### src/rtl/tlb_cache_pkg.sv
// tlb_cache_pkg: shared TLB types and default geometry
package tlb_cache_pkg;
  localparam int bit_count = 32;
  localparam int ram_address_width = 32;
  localparam int page_size = 4096;
  localparam int tlb_entries = 8;
  localparam int tlb_ofs = $clog2(page_size);
  typedef enum logic {IDLE, WALK} tlb_state_t;
  typedef struct packed {
    logic valid;
    logic [bit_count-tlb_ofs-1:0] vpn;
    logic [ram_address_width-tlb_ofs-1:0] ppn;
  } tlb_entry_t;
endpackage

### src/rtl/tlb_cache_if.sv
// tlb_cache_if: request/response, walker refill and invalidate signals of the TLB
interface tlb_cache_if
  import tlb_cache_pkg::*;
#(
  parameter int VADDR_WIDTH = bit_count,
  parameter int PADDR_WIDTH = ram_address_width,
  parameter int PAGE_SIZE = page_size
);
  localparam int OFS = $clog2(PAGE_SIZE);
  localparam int VPN_W = VADDR_WIDTH - OFS;
  localparam int PPN_W = PADDR_WIDTH - OFS;
  logic req_valid;
  logic req_ready;
  logic [VADDR_WIDTH-1:0] req_vaddr;
  logic resp_valid;
  logic [PADDR_WIDTH-1:0] resp_paddr;
  logic resp_fault;
  logic walk_req;
  logic [VPN_W-1:0] walk_vpn;
  logic walk_ack;
  logic [PPN_W-1:0] walk_ppn;
  logic walk_fault;
  logic flush;
  logic inval_valid;
  logic [VPN_W-1:0] inval_vpn;
  modport slave (
    input req_valid, req_vaddr, walk_ack, walk_ppn, walk_fault, flush, inval_valid, inval_vpn,
    output req_ready, resp_valid, resp_paddr, resp_fault, walk_req, walk_vpn
  );
  modport master (
    output req_valid, req_vaddr, walk_ack, walk_ppn, walk_fault, flush, inval_valid, inval_vpn,
    input req_ready, resp_valid, resp_paddr, resp_fault, walk_req, walk_vpn
  );
endinterface

### src/rtl/tlb_cache_victim_sel.sv
// tlb_victim_sel: picks the lowest invalid slot, else the round-robin pointer
module tlb_victim_sel #(
  parameter int ENTRIES = 8
) (
  input  logic clk,
  input  logic rst,
  input  logic [ENTRIES-1:0] valid,
  input  logic adv,
  output logic [$clog2(ENTRIES)-1:0] victim,
  output logic full
);
  localparam int IW = $clog2(ENTRIES);
  logic [IW-1:0] ptr_q, ptr_d;
  assign full = &valid;
  always_comb begin
    victim = ptr_q;
    for (int i = ENTRIES - 1; i >= 0; i--) if (!valid[i]) victim = IW'(i);
    ptr_d = (adv && full) ? ptr_q + IW'(1) : ptr_q;
  end
  always_ff @(posedge clk) begin
    if (!rst) ptr_q <= '0;
    else ptr_q <= ptr_d;
  end
endmodule

### src/rtl/tlb_cache.sv
// tlb_cache: fully associative TLB with walker refill; define TLB_PERF_EN for hit/miss counters
module tlb_cache
  import tlb_cache_pkg::*;
#(
  parameter int ENTRIES = tlb_entries,
  parameter int VADDR_WIDTH = bit_count,
  parameter int PADDR_WIDTH = ram_address_width,
  parameter int PAGE_SIZE = page_size
) (
  input logic clk,
  input logic rst,
  tlb_cache_if.slave bus
`ifdef TLB_PERF_EN
  ,
  output logic [31:0] hit_count,
  output logic [31:0] miss_count
`endif
);
  localparam int OFS = $clog2(PAGE_SIZE);
  localparam int VPN_W = VADDR_WIDTH - OFS;
  localparam int PPN_W = PADDR_WIDTH - OFS;
  tlb_state_t state_q, state_d;
  logic [ENTRIES-1:0] valid_q, valid_d, match;
  logic [VPN_W-1:0] tag_q [ENTRIES], tag_d [ENTRIES];
  logic [PPN_W-1:0] ppn_q [ENTRIES], ppn_d [ENTRIES];
  logic [VPN_W-1:0] walk_vpn_q, walk_vpn_d, req_vpn;
  logic [OFS-1:0] ofs_q, ofs_d;
  logic [PADDR_WIDTH-1:0] resp_paddr_q, resp_paddr_d;
  logic resp_valid_q, resp_valid_d, resp_fault_q, resp_fault_d, kill_q, kill_d;
  logic [PPN_W-1:0] hit_ppn;
  logic accept, hit, ack, inval_walk, install, full;
  logic [$clog2(ENTRIES)-1:0] victim;

  tlb_victim_sel #(.ENTRIES(ENTRIES)) u_victim (
    .clk(clk), .rst(rst), .valid(valid_q), .adv(install), .victim(victim), .full(full)
  );

  assign req_vpn = bus.req_vaddr[VADDR_WIDTH-1:OFS];
  assign bus.req_ready = rst && state_q == IDLE && !bus.flush && !bus.inval_valid;
  assign bus.walk_req = state_q == WALK;
  assign bus.walk_vpn = walk_vpn_q;
  assign bus.resp_valid = resp_valid_q;
  assign bus.resp_paddr = resp_paddr_q;
  assign bus.resp_fault = resp_fault_q;
  assign accept = bus.req_valid && bus.req_ready;
  assign ack = state_q == WALK && bus.walk_ack;
  assign inval_walk = bus.inval_valid && bus.inval_vpn == walk_vpn_q;
  // a flush or matching invalidate racing the walk suppresses the install but not the reply
  assign install = ack && !bus.walk_fault && !kill_q && !bus.flush && !inval_walk;

  always_comb begin
    match = '0;
    hit_ppn = '0;
    for (int i = 0; i < ENTRIES; i++) begin
      match[i] = valid_q[i] && tag_q[i] == req_vpn;
      hit_ppn = hit_ppn | (match[i] ? ppn_q[i] : '0);
    end
    hit = |match;
  end

  always_comb begin
    state_d = state_q == IDLE ? ((accept && !hit) ? WALK : IDLE) : (bus.walk_ack ? IDLE : WALK);
  end

  always_comb begin
    valid_d = valid_q;
    tag_d = tag_q;
    ppn_d = ppn_q;
    for (int i = 0; i < ENTRIES; i++)
      if (bus.flush || (bus.inval_valid && tag_q[i] == bus.inval_vpn)) valid_d[i] = 1'b0;
    if (install) begin
      valid_d[victim] = 1'b1;
      tag_d[victim] = walk_vpn_q;
      ppn_d[victim] = bus.walk_ppn;
    end
    resp_valid_d = (accept && hit) || ack;
    resp_fault_d = ack && bus.walk_fault;
    resp_paddr_d = (accept && hit) ? {hit_ppn, bus.req_vaddr[OFS-1:0]} :
                   ack ? (bus.walk_fault ? '0 : {bus.walk_ppn, ofs_q}) : resp_paddr_q;
    walk_vpn_d = (accept && !hit) ? req_vpn : walk_vpn_q;
    ofs_d = (accept && !hit) ? bus.req_vaddr[OFS-1:0] : ofs_q;
    kill_d = (accept && !hit) ? 1'b0 : (state_q == WALK && (bus.flush || inval_walk)) ? 1'b1 : kill_q;
  end

  always_ff @(posedge clk) begin
    if (!rst) begin
      state_q <= IDLE;
      valid_q <= '0;
      walk_vpn_q <= '0;
      ofs_q <= '0;
      kill_q <= 1'b0;
      resp_valid_q <= 1'b0;
      resp_fault_q <= 1'b0;
      resp_paddr_q <= '0;
    end else begin
      state_q <= state_d;
      valid_q <= valid_d;
      walk_vpn_q <= walk_vpn_d;
      ofs_q <= ofs_d;
      kill_q <= kill_d;
      resp_valid_q <= resp_valid_d;
      resp_fault_q <= resp_fault_d;
      resp_paddr_q <= resp_paddr_d;
    end
  end

  always_ff @(posedge clk) begin
    tag_q <= tag_d;
    ppn_q <= ppn_d;
  end

`ifdef TLB_PERF_EN
  logic [31:0] hit_count_q, hit_count_d, miss_count_q, miss_count_d;
  assign hit_count = hit_count_q;
  assign miss_count = miss_count_q;
  always_comb begin
    hit_count_d = (accept && hit) ? hit_count_q + 32'd1 : hit_count_q;
    miss_count_d = (accept && !hit) ? miss_count_q + 32'd1 : miss_count_q;
  end
  always_ff @(posedge clk) begin
    if (!rst) begin
      hit_count_q <= '0;
      miss_count_q <= '0;
    end else begin
      hit_count_q <= hit_count_d;
      miss_count_q <= miss_count_d;
    end
  end
`endif
endmodule

### src/flat_wrapper.sv
// flat-port wrapper written by rule: the top's interface ports become plain ports
module tlb_cache_flat import tlb_cache_pkg::*;
#(
  parameter int ENTRIES = tlb_entries,
  parameter int VADDR_WIDTH = bit_count,
  parameter int PADDR_WIDTH = ram_address_width,
  parameter int PAGE_SIZE = page_size
)
  (clk, rst, bus_req_valid, bus_req_vaddr, bus_walk_ack, bus_walk_ppn, bus_walk_fault, bus_flush, bus_inval_valid, bus_inval_vpn, bus_req_ready, bus_resp_valid, bus_resp_paddr, bus_resp_fault, bus_walk_req, bus_walk_vpn);
  tlb_cache_if #(.VADDR_WIDTH(VADDR_WIDTH), .PADDR_WIDTH(PADDR_WIDTH), .PAGE_SIZE(PAGE_SIZE)) bus_i ();
  input logic clk;
  input logic rst;
  input wire logic [$bits(bus_i.req_valid)-1:0] bus_req_valid;
  input wire logic [$bits(bus_i.req_vaddr)-1:0] bus_req_vaddr;
  input wire logic [$bits(bus_i.walk_ack)-1:0] bus_walk_ack;
  input wire logic [$bits(bus_i.walk_ppn)-1:0] bus_walk_ppn;
  input wire logic [$bits(bus_i.walk_fault)-1:0] bus_walk_fault;
  input wire logic [$bits(bus_i.flush)-1:0] bus_flush;
  input wire logic [$bits(bus_i.inval_valid)-1:0] bus_inval_valid;
  input wire logic [$bits(bus_i.inval_vpn)-1:0] bus_inval_vpn;
  output wire logic [$bits(bus_i.req_ready)-1:0] bus_req_ready;
  output wire logic [$bits(bus_i.resp_valid)-1:0] bus_resp_valid;
  output wire logic [$bits(bus_i.resp_paddr)-1:0] bus_resp_paddr;
  output wire logic [$bits(bus_i.resp_fault)-1:0] bus_resp_fault;
  output wire logic [$bits(bus_i.walk_req)-1:0] bus_walk_req;
  output wire logic [$bits(bus_i.walk_vpn)-1:0] bus_walk_vpn;
  assign bus_i.req_valid = bus_req_valid;
  assign bus_i.req_vaddr = bus_req_vaddr;
  assign bus_i.walk_ack = bus_walk_ack;
  assign bus_i.walk_ppn = bus_walk_ppn;
  assign bus_i.walk_fault = bus_walk_fault;
  assign bus_i.flush = bus_flush;
  assign bus_i.inval_valid = bus_inval_valid;
  assign bus_i.inval_vpn = bus_inval_vpn;
  assign bus_req_ready = bus_i.req_ready;
  assign bus_resp_valid = bus_i.resp_valid;
  assign bus_resp_paddr = bus_i.resp_paddr;
  assign bus_resp_fault = bus_i.resp_fault;
  assign bus_walk_req = bus_i.walk_req;
  assign bus_walk_vpn = bus_i.walk_vpn;
  tlb_cache #(.ENTRIES(ENTRIES), .VADDR_WIDTH(VADDR_WIDTH), .PADDR_WIDTH(PADDR_WIDTH), .PAGE_SIZE(PAGE_SIZE)) u_core (.clk(clk), .rst(rst), .bus(bus_i));
endmodule
### config.mk
export PLATFORM = sky130hd
export DESIGN_NAME = tlb_cache_flat
export DESIGN_NICKNAME = d
export VERILOG_FILES = /design/src/rtl/tlb_cache_pkg.sv /design/src/rtl/tlb_cache_if.sv /design/src/rtl/tlb_cache_victim_sel.sv /design/src/rtl/tlb_cache.sv /design/src/flat_wrapper.sv
export SDC_FILE = /design/constraint.sdc
export NUM_CORES = 1
export LEC_CHECK = 0
export ABC_AREA = 0
export BUFFER_PORTS_ARGS = -buffer_cell sky130_fd_sc_hd__buf_2
export CORE_MARGIN = 1.5
export CORE_UTILIZATION = 50
export DETAILED_ROUTE_END_ITERATION = 6
export GPL_TIMING_DRIVEN = 0
export MAX_ROUTING_LAYER = met4
export PLACE_DENSITY = 0.72
export SLEW_MARGIN = 10
export SYNTH_ARGS = -nofsm -noshare
export SYNTH_HDL_FRONTEND = slang
export SYNTH_SLANG_ARGS = --single-unit
### constraint.sdc
create_clock -name clk -period 8 [get_ports clk]
set_clock_uncertainty 0.05 [all_clocks]
set_input_delay 0.4 -clock clk [delete_from_list [all_inputs] [get_ports clk]]
set_output_delay 0.4 -clock clk [all_outputs]
set_load 0.03 [all_outputs]
# ---- Yosys cells after proc, flatten, opt, wreduce, memory -nomap -nowiden
# Cells that the tools add are included.
dict set report classes {
  bitwise 11
  magnitude_cmp 4
  reduce_logical 53
  n_eq_ne 17
  n_addsub 1
  mux 37
}
# op count
set op_table {}
lappend op_table {{equality test 20 bit} 17}
lappend op_table {{bitwise mux 160 bit} 2}
lappend op_table {{2-to-1 mux 20 bit} 9}
lappend op_table {{OR 20 bit} 7}
lappend op_table {{2-to-1 mux 32 bit} 3}
lappend op_table {{demux 20 bit (select 3 bit)} 1}
lappend op_table {{logical AND 1 bit} 33}
lappend op_table {{2-to-1 mux 3 bit} 8}
lappend op_table {{2-to-1 mux 1 bit} 12}
lappend op_table {{logical OR 1 bit} 10}
lappend op_table {{2-to-1 mux 8 bit} 1}
lappend op_table {{OR 8 bit} 1}
lappend op_table {{AND reduction 8 bit} 1}
lappend op_table {{OR reduction 8 bit} 1}
lappend op_table {{logical NOT 1 bit} 6}
lappend op_table {{greater-or-equal comparator 4 bit, second input constant} 1}
lappend op_table {{< comparator 3 x 4 -> 1 bit, second input constant} 1}
lappend op_table {{< comparator 4 x 1 -> 1 bit, second input constant} 1}
lappend op_table {{inverter 3 -> 4 bit} 1}
lappend op_table {{adder 3 x 1 -> 3 bit, second input constant} 1}
lappend op_table {{demux 1 bit (select 3 bit)} 1}
lappend op_table {{greater-or-equal comparator 3 x 1 -> 1 bit, second input constant} 1}
lappend op_table {{inverter 1 bit} 2}
lappend op_table {{nonzero test 2 bit} 1}
lappend op_table {{OR reduction 2 bit} 1}
dict set report totals {
  word_cells 148
  register_bits 399
}

# ---- Logic depth before layout (Yosys ltp)
# Gate-level depths: netlist of run 1.
dict set report depth {
  depth_word 14
  mapped_depth 10
}

# ---- By module
# A second synthesis of run 1 with hierarchy kept.
dict set report unflattened {
  cells_unflattened 1622
  area_unflattened_um2 19458.7
}
# mod instances cells_each area_per_inst_um2 seq_area_each_um2
set by_module_without_submodules {}
lappend by_module_without_submodules {tlb_cache 1 1591 19228.4 11130.7}
lappend by_module_without_submodules {tlb_victim_sel 1 31 230.2 60.1}

# ---- Least setup slack after synthesis of run 1
# No wires, ideal clock.
dict set report synth_path {
  path_kind {register to register}
  start {reg u_core.walk_vpn_q[3] (netlist: u_core.bus.walk_vpn[3])}
  end {reg u_core.ppn_q[40] (netlist bit), enable pin}
  setup_ns 0.489
  stages_incl_launch_ff 7
  required_time_ns 7.461
  arrival_time_ns 4.745
  setup_slack_ns 2.716
  path_cell_list {dfxtp_1 xor2_1 nor4_1 and3_1 a21o_1 or4b_2 nor3_1}
}
dict set report synth_between {
  elab_chain_len 4
}
# item line_no
set synth_lines {}
lappend synth_lines {{from (decl)} tlb_cache.sv:26} ;# logic [VPN_W-1:0] walk_vpn_q, walk_vpn_d, req_vpn;
lappend synth_lines {{from (signal assigned)} tlb_cache.sv:98} ;# walk_vpn_q <= walk_vpn_d;
lappend synth_lines {{equality test 20 bit} tlb_cache.sv:47} ;# assign inval_walk = bus.inval_valid && bus.inval_vpn == walk_vpn_q;
lappend synth_lines {{logical AND 1 bit} tlb_cache.sv:47}
lappend synth_lines {{logical NOT 1 bit} tlb_cache.sv:49} ;# assign install = ack && !bus.walk_fault && !kill_q && !bus.flush && !inval_walk;
lappend synth_lines {{logical AND 1 bit} tlb_cache.sv:49}
lappend synth_lines {{to (signal assigned)} tlb_cache.sv:109} ;# ppn_q <= ppn_d;
lappend synth_lines {{to (decl)} tlb_cache.sv:25} ;# logic [PPN_W-1:0] ppn_q [ENTRIES], ppn_d [ENTRIES];
# No other way between the ends.
# A chain may end at the register's enable or synchronous reset.

# ---- Final worst setup path of run 1
dict set report layout_path {
  start {reg u_core.walk_vpn_q[18] (netlist: u_core.bus.walk_vpn[18])}
  end {reg u_core.tag_q[57] (netlist bit), enable pin}
}
dict set report layout_between {
  elab_chain_len 4
}
# item line_no
set layout_lines {}
lappend layout_lines {{equality test 20 bit} tlb_cache.sv:47}
lappend layout_lines {{logical AND 1 bit} tlb_cache.sv:47}
lappend layout_lines {{logical NOT 1 bit} tlb_cache.sv:49}
lappend layout_lines {{logical AND 1 bit} tlb_cache.sv:49}
lappend layout_lines {{to (signal assigned)} tlb_cache.sv:108} ;# tag_q <= tag_d;
lappend layout_lines {{to (decl)} tlb_cache.sv:24} ;# logic [VPN_W-1:0] tag_q [ENTRIES], tag_d [ENTRIES];
# No other way between the ends.

==> results by stage, run 1 <==
Status:
- The flow ran to the end, and the final reports show no timing, DRC or antenna violations.

Floorplanning:
- The height of the chip is approximately 200 um.
- The area of the core is 38,600 um^2.
- The die covers a little over 40,000 um^2.
- In this run the count of I/O pins placed on the die edge is between 100 and 150.
- The width of the chip is approximately 200 um.
- For this configuration, the core starts out at a cell density of 50.7%.
- The floorplan has a little over 70 rows.

Worst setup path:
- The worst path buffer plus inverter count is 2.
- The stage delay of the slowest cell on the critical path is 0.89 ns.
- STA classifies the critical path startpoint as a register.
- The kind of cell with the highest combined delay along the critical path is simple AND/OR/NAND/NOR gates.
- For flop-to-flop paths, the worst setup slack is between 4 and 5 ns.
- Of all nets on the critical path, the largest fanout is 12.
- The master of the slowest instance on the critical path is dfxtp_1.
- For the worst setup path, the data arrival time is around 4.2 ns.
- The critical path crosses 8 cells after its start point.
- The capture point of the worst path is u_core.tag_q[57].
- By startpoint and endpoint, the worst setup path is classified as register to register.
- Traced cell by cell, the critical path runs through xor2_1, nor4_1, and3_1, a21o_1, or4b_2, nor3_2, buf_4, buf_4.
- The worst setup path is captured at a register.
- The startpoint of the worst-slack reg-to-reg timing path is u_core.bus.walk_vpn[18].
- For the worst setup path, the data required time is just over 8 ns.
- The number of cells on the worst reg-to-reg path is 8.
- The library cell appearing most often on the critical path is buf_4.
- The worst register-to-register path ends at u_core.tag_q[57].
- The start point of the critical path is u_core.bus.walk_vpn[18].

Layout:
- Cells with a size suffix above 1 make up approximately 12% of the layout.
- Measured on the finished design, the core utilization comes to between 50 and 60%.
- Counting the fill cells in the layout gives roughly 3,200.
- At the end of the flow, the number of nets in the layout was roughly 1,900.
- The area of all placed cells without fillers is roughly 22,000 um^2.
- Relative to the synthesized area, the layout overhead comes to 13.9%.

GRT:
- Entering global routing, the biggest net connects 31 pins.
- The initial antenna violation count is 3.
- The via count of the first global-routing pass is 15,000.
- The global-route wire length before repair is a little over 100,000 um.
- The aggregate global-route resource usage is around 36%.
- The remaining global-route overflow is 0.

Routing:
- The detailed router placed 15,800 vias in this run.
- Dividing the detail-routed via count by the number of cells gives ~6.6.
- For this run, design rule violations remaining after detail routing come to 0.
- Dividing the detail-routed wire length by the instance count gives between 20 and 30 um.
- Summed over all layers, the routed wires come to around 70,000 um.
- The detailed router finished its first iteration with between 2,000 and 2,500 violations.
- The detailed-routing iteration count for the pre-antenna-repair pass is 6.
- Once detail routing completed, the nets flagged for antenna violations numbered 0.

Yosys:
- The synthesized cell area is roughly 20,000 um^2.
- Yosys mapped the design onto roughly 50 distinct sky130hd cell types.
- The synthesized design spends more area on one cell type than any other, namely edfxtp_1.
- In this run, synthesis produced a sequential element count of 399.
- The share of synthesized area in the top cell type comes to roughly half.
- Yosys attributes the largest share of cell area to edfxtp_1, xnor2_1, nand4_1, dfxtp_1, xor2_1.
- The register area share after synthesis is approximately 57%.
- Of all flip-flops after synthesis, the portion carrying an async set or reset was 0%.
- The number of enable flip-flop cells after synthesis is between 300 and 400.
- By instance count, the leading cell after synthesis is edfxtp_1.
- The number of warning messages in the yosys log is 0.
- By count the netlist is led by edfxtp_1, nand4_1, xnor2_1.
- In the synthesized netlist, the number of instances is around 1,700.
- The most used flip-flop cell after synthesis is edfxtp_1.
- The net count after synthesis is around 1,700.
- The synthesized area per cell is 11.8 um^2.

Power and ir drop:
- Per report_power, the sequential group accounts for 50.6% of the total.
- In this run, the clock network consumes between 40% and 50% of the power.
- The switching part of the total is 24.0%.
- The power per cell area is around 200 nW/um^2.
- IR analysis of the VDD net gives a maximum drop of 0.000172 V.
- Combinational logic is responsible for under 10% of the overall power.
- The leakage power is a little under 0.007 uW.
- The internal power contribution is between 3000 and 4000 uW.
- The total net switching power is between 1000 and 1500 uW.

Job:
- The max capacitance violation total is 0.

Clocking:
- The clock root buffer is clkbuf_16.
- The number of gates given a new drive strength after cts is 0.
- In this run the deepest clock path goes through 3 buffers.
- Buffers added to address setup during post-CTS repair amount to 0.
- TritonCTS built the clock tree.
- The TritonCTS buffer count is 43.
- The tree built by TritonCTS fans out to around 400 sinks.
- The insertion delay of the later-clocked pin in the worst-skew pair is around 0.56 ns.
- The depth of the CTS H-tree is 2.
- Clock-pin slew was measured on the worst setup and hold paths at 0.06 ns.
- After clock tree synthesis, the flow added hold-fix buffers numbering 0.

Timing:
- The pin slew with the least headroom to its limit is roughly 1.3 ns.
- The final-layout worst hold slack is a little under 0.05 ns.
- Setup violations remaining at the end of the flow were counted as 0.
- The max-slew violation total from the final report is 0.
- The normalized max-slew margin is 10.4%.
- Setup total negative slack on the finished layout was measured at 0 ns.
- Setup repair after global routing left no endpoint under its margin.
- The number of failing hold endpoints at the final stage is 0.
- The highest clock rate is 252 MHz.
- The final critical path takes up about half of the cycle.
- For the finished layout, the period the worst path requires is between 3 and 4 ns.

Placement:
- Routability-driven placement finished with a final weighted congestion of 0.959.
- Once placement finished, the instance area stood at ~21,000 um^2.
- After legalization and detailed placement, the total HPWL measured 46,700 um.
- During placement, the flow inserted port buffers numbering 93.

Hold path:
- The type of the most critical hold path is input pin to register.
## power groups by stage
| stage | clock (uW) | combinational [uW] | sequential [uW] |
|---|---|---|---|
| floorplan | 0 | 166 | 2300 |
| global placement | 0 | 293 | 2310 |
| detailed placement | 0 | 295 | 2310 |
| CTS | 1890 | 297 | 2270 |
| global route | 1970 | 319 | 2260 |
| finish | 1910 | 309 | 2270 |
## how the worst min path moves through the flow
stage                      endpoint  slack, ns  cells past startpoint        startpoint
floorplan           u_core.ofs_q[0]       0.39                      2   u_core.ofs_q[0]
global placement    u_core.ofs_q[5]       0.40                      2   u_core.ofs_q[5]
detailed placement  u_core.ofs_q[0]       0.40                      2   u_core.ofs_q[0]
CTS                 u_core.ofs_q[7]       0.04                      3  bus_req_vaddr[7]
global route        u_core.ofs_q[9]       0.05                      3  bus_req_vaddr[9]
finish              u_core.ofs_q[9]       0.05                      3  bus_req_vaddr[9]
## worst reg2reg max path: stages (launching register included)
cell	delay (ns)
dfxtp_1	0.89
xor2_1	0.21
nor4_1	0.10
and3_1	0.20
a21o_1	0.25
or4b_2	0.81
nor3_2	0.59
buf_4	0.32
buf_4	0.25
## logic make-up (layout without fill, tap and decap cells)
family | count (synthesis) | in the layout | synth area share (%)
AND/OR/NAND/NOR | 536 | 536 | 15.8
flip-flops | 399 | 399 | 57.1
other | 0 | 1 | 0
adder cells (fa/ha/maj) | 1 | 1 | 0.0639
buffers and inverters | 159 | 345 | 3.54
AO/OA/AOI/OAI | 202 | 202 | 6.80
multiplexers | 21 | 21 | 1.07
XOR/XNOR | 348 | 348 | 15.6
## sequential cells by signal, summed over array words and instances (netlist names)
signal,flops
u_core.bus.resp_valid,1
u_core.bus.walk_req,1
u_core.ppn_q,160
u_core.ofs_q,12
u_core.valid_q,8
u_core.tag_q,160
u_core.bus.walk_vpn,20
u_core.bus.resp_paddr,32
u_core.kill_q,1
u_core.u_victim.ptr_q,3
u_core.bus.resp_fault,1
## per-layer routing
layer	up-vias	global-route usage [%]	routed length, um
li1	6670	-	-
met1	7589	48.2	27300
met2	1285	50.4	30200
met3	219	10.6	10700
met4	0	13.2	2900
met5	-	-	0
## stage by stage
stage          total power, uW  instances  worst slack (ns)
6_report                  4480       2371              4.03
2_1_floorplan             2470       1666              2.72
3_5_place_dp              2600       2291              4.17
3_3_place_gp              2600       2277             0.371
4_1_cts                   4450       2370              4.15
5_1_grt                   4560       2371              4.02
## layout make-up
cell class | instances | area (um^2) | share of cell area (%)
tap | 518 | 648 | 2.90
timing repair buffer | 107 | 691 | 3.10
sequential | 399 | 11200 | 50.2
clock inverter | 14 | 81.3 | 0.365
inverter | 5 | 18.8 | 0.0841
clock buffer | 65 | 1250 | 5.59
buffer | 154 | 674 | 3.02
multi-input combinational | 1108 | 7760 | 34.8
antenna | 1 | 2.50 | 0.0112
## cell usage in the layout, fill, tap and decap left out, types with 6 or more instances in the layout
master,n
clkbuf_16,44
nor4b_1,13
mux2i_1,21
buf_2,131
nand2_1,107
o211ai_1,13
clkinv_2,6
o41ai_1,20
o21ai_0,55
buf_6,10
nor2_4,6
or3_1,9
nor3_1,11
edfxtp_1,320
xnor2_1,187
nor3b_1,7
o2111ai_1,12
nand3_1,23
clkbuf_1,120
o22ai_1,81
nand2b_1,22
or4_1,10
o21a_1,9
clkbuf_8,6
nor4_1,50
xor2_1,161
nand4_1,253
dfxtp_1,79
Power figures use the tool's default switching activity.
==> run 2: changes to the inputs <==
Settings changed: PLACE_DENSITY 0.72 to 0.75.
Clock period 8 ns to 3.36 ns, I/O delays scaled along.
==> run 2 against run 1 <==
Worst hold slack got worse by 0.023 ns; maximum frequency increased by 19%; count of clock-buffer cells in the layout decreased by 8; critical path type unchanged; critical endpoint is now u_core.tag_q[33]; highest routed layer unchanged.
==> results by stage, run 2 (synthesis gave the netlist of run 1 again) <==
Placement:
- The routability congestion estimate from global placement is 0.982 (was 0.959).
- The count of buffers from port buffering was 93 (unchanged).
- The sum of net half-perimeters after detailed placement is 46,600 um (was 46,700 um).

Worst setup path:
- The kind of launch point of the worst setup path is a register (unchanged).
- The endpoint of the lowest-slack register-to-register path is u_core.tag_q[33] (was u_core.tag_q[57]).
- The critical path endpoint category is a register (unchanged).
- The stage delay of the slowest cell on the critical path is 0.73 ns (was 0.89 ns).
- Critical path cell sequence: clkbuf_1, o211ai_1, a31oi_1, nand2b_1, nor2_4, buf_16 (was xor2_1, nor4_1, and3_1, a21o_1, or4b_2, nor3_2, buf_4, buf_4).
- The start point of the critical path is u_core.valid_q[4] (was u_core.bus.walk_vpn[18]).
- The data required time at the worst endpoint came to 3.56 ns (was 8.20 ns).
- The highest net fanout along the worst path is 21 (was 12).
- The worst endpoint data arrival time was 3.53 ns (was 4.17 ns).
- The category of the most critical setup path is register to register (unchanged).
- The master of the slowest instance on the critical path is nor2_4 (was dfxtp_1).
- The startpoint of the worst-slack reg-to-reg timing path is u_core.valid_q[4] (was u_core.bus.walk_vpn[18]).
- The flop-to-flop setup slack is 0.04 ns (was 4.03 ns).
- The worst reg-to-reg path cell count came to 6 (was 8).

Layout:
- The utilization after layout is 59.0% (was 57.7%).
- The leading cell type in the layout, fill and taps excluded is edfxtp_1 (unchanged).
- The number of nets at the end of the flow is 1,934 (was 1,898).
- The share of cells above drive strength 1 is 13.0% (was 12.2%).
- Commonest cells after routing, fill and taps aside: edfxtp_1, nand4_1, xnor2_1 (unchanged).
- The total inserted antenna cells is 0 (was 1).
- The area growth from synthesis to layout came to 16.4% (was 13.9%).

Timing:
- The normalized max-slew margin is 18.2% (was 10.4%).
- The final-layout worst hold slack is 0.0258 ns (was 0.0490 ns).
- The max-slew violation total from the final report is 0 (unchanged).
- The highest clock rate came to 301 MHz (was 252 MHz).
- The setup violation total in the final timing report was 0 (unchanged).
- The number of failing hold endpoints at the final stage is 0 (unchanged).
- Setup repair after global routing missed its margin: no (unchanged).
- The pin slew with the least headroom to its limit came to 1.22 ns (was 1.33 ns).
- The setup TNS is 0 ns (unchanged).
- The shortest clock period the worst path allows after layout is 3.32 ns (was 3.97 ns).
- The period utilization is 98.9% (was 49.6%).

Power and ir drop:
- The share of total power in sequential cells was 49.8% (was 50.6%).
- The relative contribution of the clock network to total power is 43.1% (was 42.5%).
- The peak supply drop came to 0.000332 V (was 0.000172 V).
- The overall power of the completed layout was 10,800 uW (was 4480 uW).
- The power share of the combinational group is 7.1% (was 6.9%).
- The total net switching power is 2560 uW (was 1080 uW).
- The switching part of the total was 23.6% (was 24.0%).
- The power per cell area was 475 nW/um^2 (was 201 nW/um^2).
- The internal power contribution is 8280 uW (was 3410 uW).
- The leakage power came to 0.00692 uW (was 0.00673 uW).

Job:
- The max capacitance violation total is 0 (unchanged).

Hold path:
- The cell count of the worst hold path was 3 (unchanged).
- The worst hold endpoint is u_core.bus.walk_vpn[16] (was u_core.ofs_q[9]).
- The type of the most critical hold path is input pin to register (unchanged).
- The critical hold path startpoint is bus_req_vaddr[28] (was bus_req_vaddr[9]).

GRT:
- The maximum number of pins on one net before global-route repair came to 29 (was 31).
- The remaining global-route overflow came to 0 (unchanged).
- The via count of the first global-routing pass was 15,800 (was 15,000).
- The initial antenna violation count was 2 (was 3).
- The aggregate global-route resource usage is 36.1% (was 35.6%).
- The global-route wire length before repair is 103,000 um (was 101,000 um).

Floorplanning:
- The placement row count is 72 (unchanged).
- The area of the core is 38,600 um^2 (unchanged).
- The height of the chip is 201 um (unchanged).
- The width of the chip was 201 um (unchanged).
- The full die area is 40,400 um^2 (unchanged).
- The initial core utilization came to 50.7% (unchanged).
- The count of pins on the block boundary is 135 (unchanged).

Clocking:
- The clock root buffer was clkbuf_16 (unchanged).
- The depth of the CTS H-tree is 2 (unchanged).
- The number of sinks on the clock net is 399 (unchanged).
- The deepest clock path buffer count is 3 (unchanged).
- The clock-pin slew on the worst setup and hold paths is 0.06 ns (about the same).
- The TritonCTS buffer count is 42 (was 43).
- The TritonCTS clock tree was done (unchanged).
- The insertion delay of the later-clocked pin in the worst-skew pair is 0.55 ns (was 0.56 ns).

Routing:
- The remaining antenna violation count after routing was 0 (unchanged).
- The per-cell routed wire length came to 29.9 um (was 30.0 um).
- The routed via count divided by cell count is 6.71 (was 6.65).
- The first-iteration detailed-routing DRC count is 2,430 (was 2,363).
- The post-detailed-route DRC marker count is 0 (unchanged).
- The total number of vias is 16,100 (was 15,800).
- The detailed-routing iteration count for the pre-antenna-repair pass was 5 (was 6).
- The routed wire length is 71,800 um (was 71,100 um).

Status:
- Status: completed (unchanged).
-- run 2: changes by cell type in the layout (fill, tap and decap cells not counted), moves of 4 or more --
cell / previous run / this run
dlygate4sd3_1: 0 / 37
dfxtp_1: 79 / 61
dfxtp_2: 0 / 17
buf_6: 10 / 6
bufinv_16: 0 / 4
clkbuf_8: 6 / 2
-- run 2: power by group through the flow --
| stage | clock network (uW) | logic (uW) | registers, uW |
|---|---|---|---|
| global route | 4850 | 792 | 5390 |
| floorplan | 0 | 395 | 5480 |
| detailed placement | 0 | 698 | 5500 |
| finish | 4670 | 769 | 5400 |
| CTS | 4660 | 736 | 5390 |
| global placement | 0 | 692 | 5500 |
-- run 2: how the worst max path moves through the flow --
stage | to | slack, ns
3_3_place_gp | u_core.ppn_q[110] | -1.77
6_report | u_core.tag_q[33] | 0.04
4_1_cts | u_core.tag_q[53] | 0.01
5_1_grt | u_core.tag_q[30] | 0.005
2_1_floorplan | u_core.ppn_q[100] | -0.29
3_5_place_dp | u_core.tag_q[58] | -0.41
-- run 2: worst max-delay path: cells and delay by family, from the launching register on --
family,cells,cell delay [ns]
flip-flops,1,0.31
AO/OA/AOI/OAI,2,0.83
AND/OR/NAND/NOR,2,1.14
buffers and inverters,2,0.68
-- run 2: routing by layer --
layer  up-vias  global-route usage, %  wire length [um]
met1      7758                   46.1             26700
met4         0                   16.7              3570
met3       259                   10.4             10400
li1       6739                      -                 -
met5         -                      -                 0
met2      1367                   53.1             31200
-- run 2: stage by stage --
step | instances | setup slack (ns) | area [um^2]
3_5_place_dp | 2287 | -0.412 | 21000
4_1_cts | 2405 | 0.0120 | 22800
2_1_floorplan | 1666 | -0.295 | 19600
5_1_grt | 2404 | 0.00542 | 22800
3_3_place_gp | 2277 | -1.77 | 20700
6_report | 2404 | 0.0359 | 22800
-- run 2: area by class of cell --
cell class                      count  area [um^2]
Fill cell                        3049        15800
Sequential cell                   399        11200
Multi-Input combinational cell   1109         7800
Clock buffer                       57         1150
Timing Repair Buffer              144         1110
Buffer                            153          671
Tap cell                          518          648
Clock inverter                     19          201
Inverter                            5         18.8
-- run 2: what timing repair did --
| item | in CTS | in global routing |
|---|---|---|
| hold buffers | 37 | 0 |
| setup buffers | 4 | 0 |
| resized for setup | 8 | 13 |
| setup endpoints to repair | 148 | 147 |
| pin swaps | 5 | 1 |
| gates cloned | 1 | 0 |
| endpoints found under the hold margin | 190 | 0 |
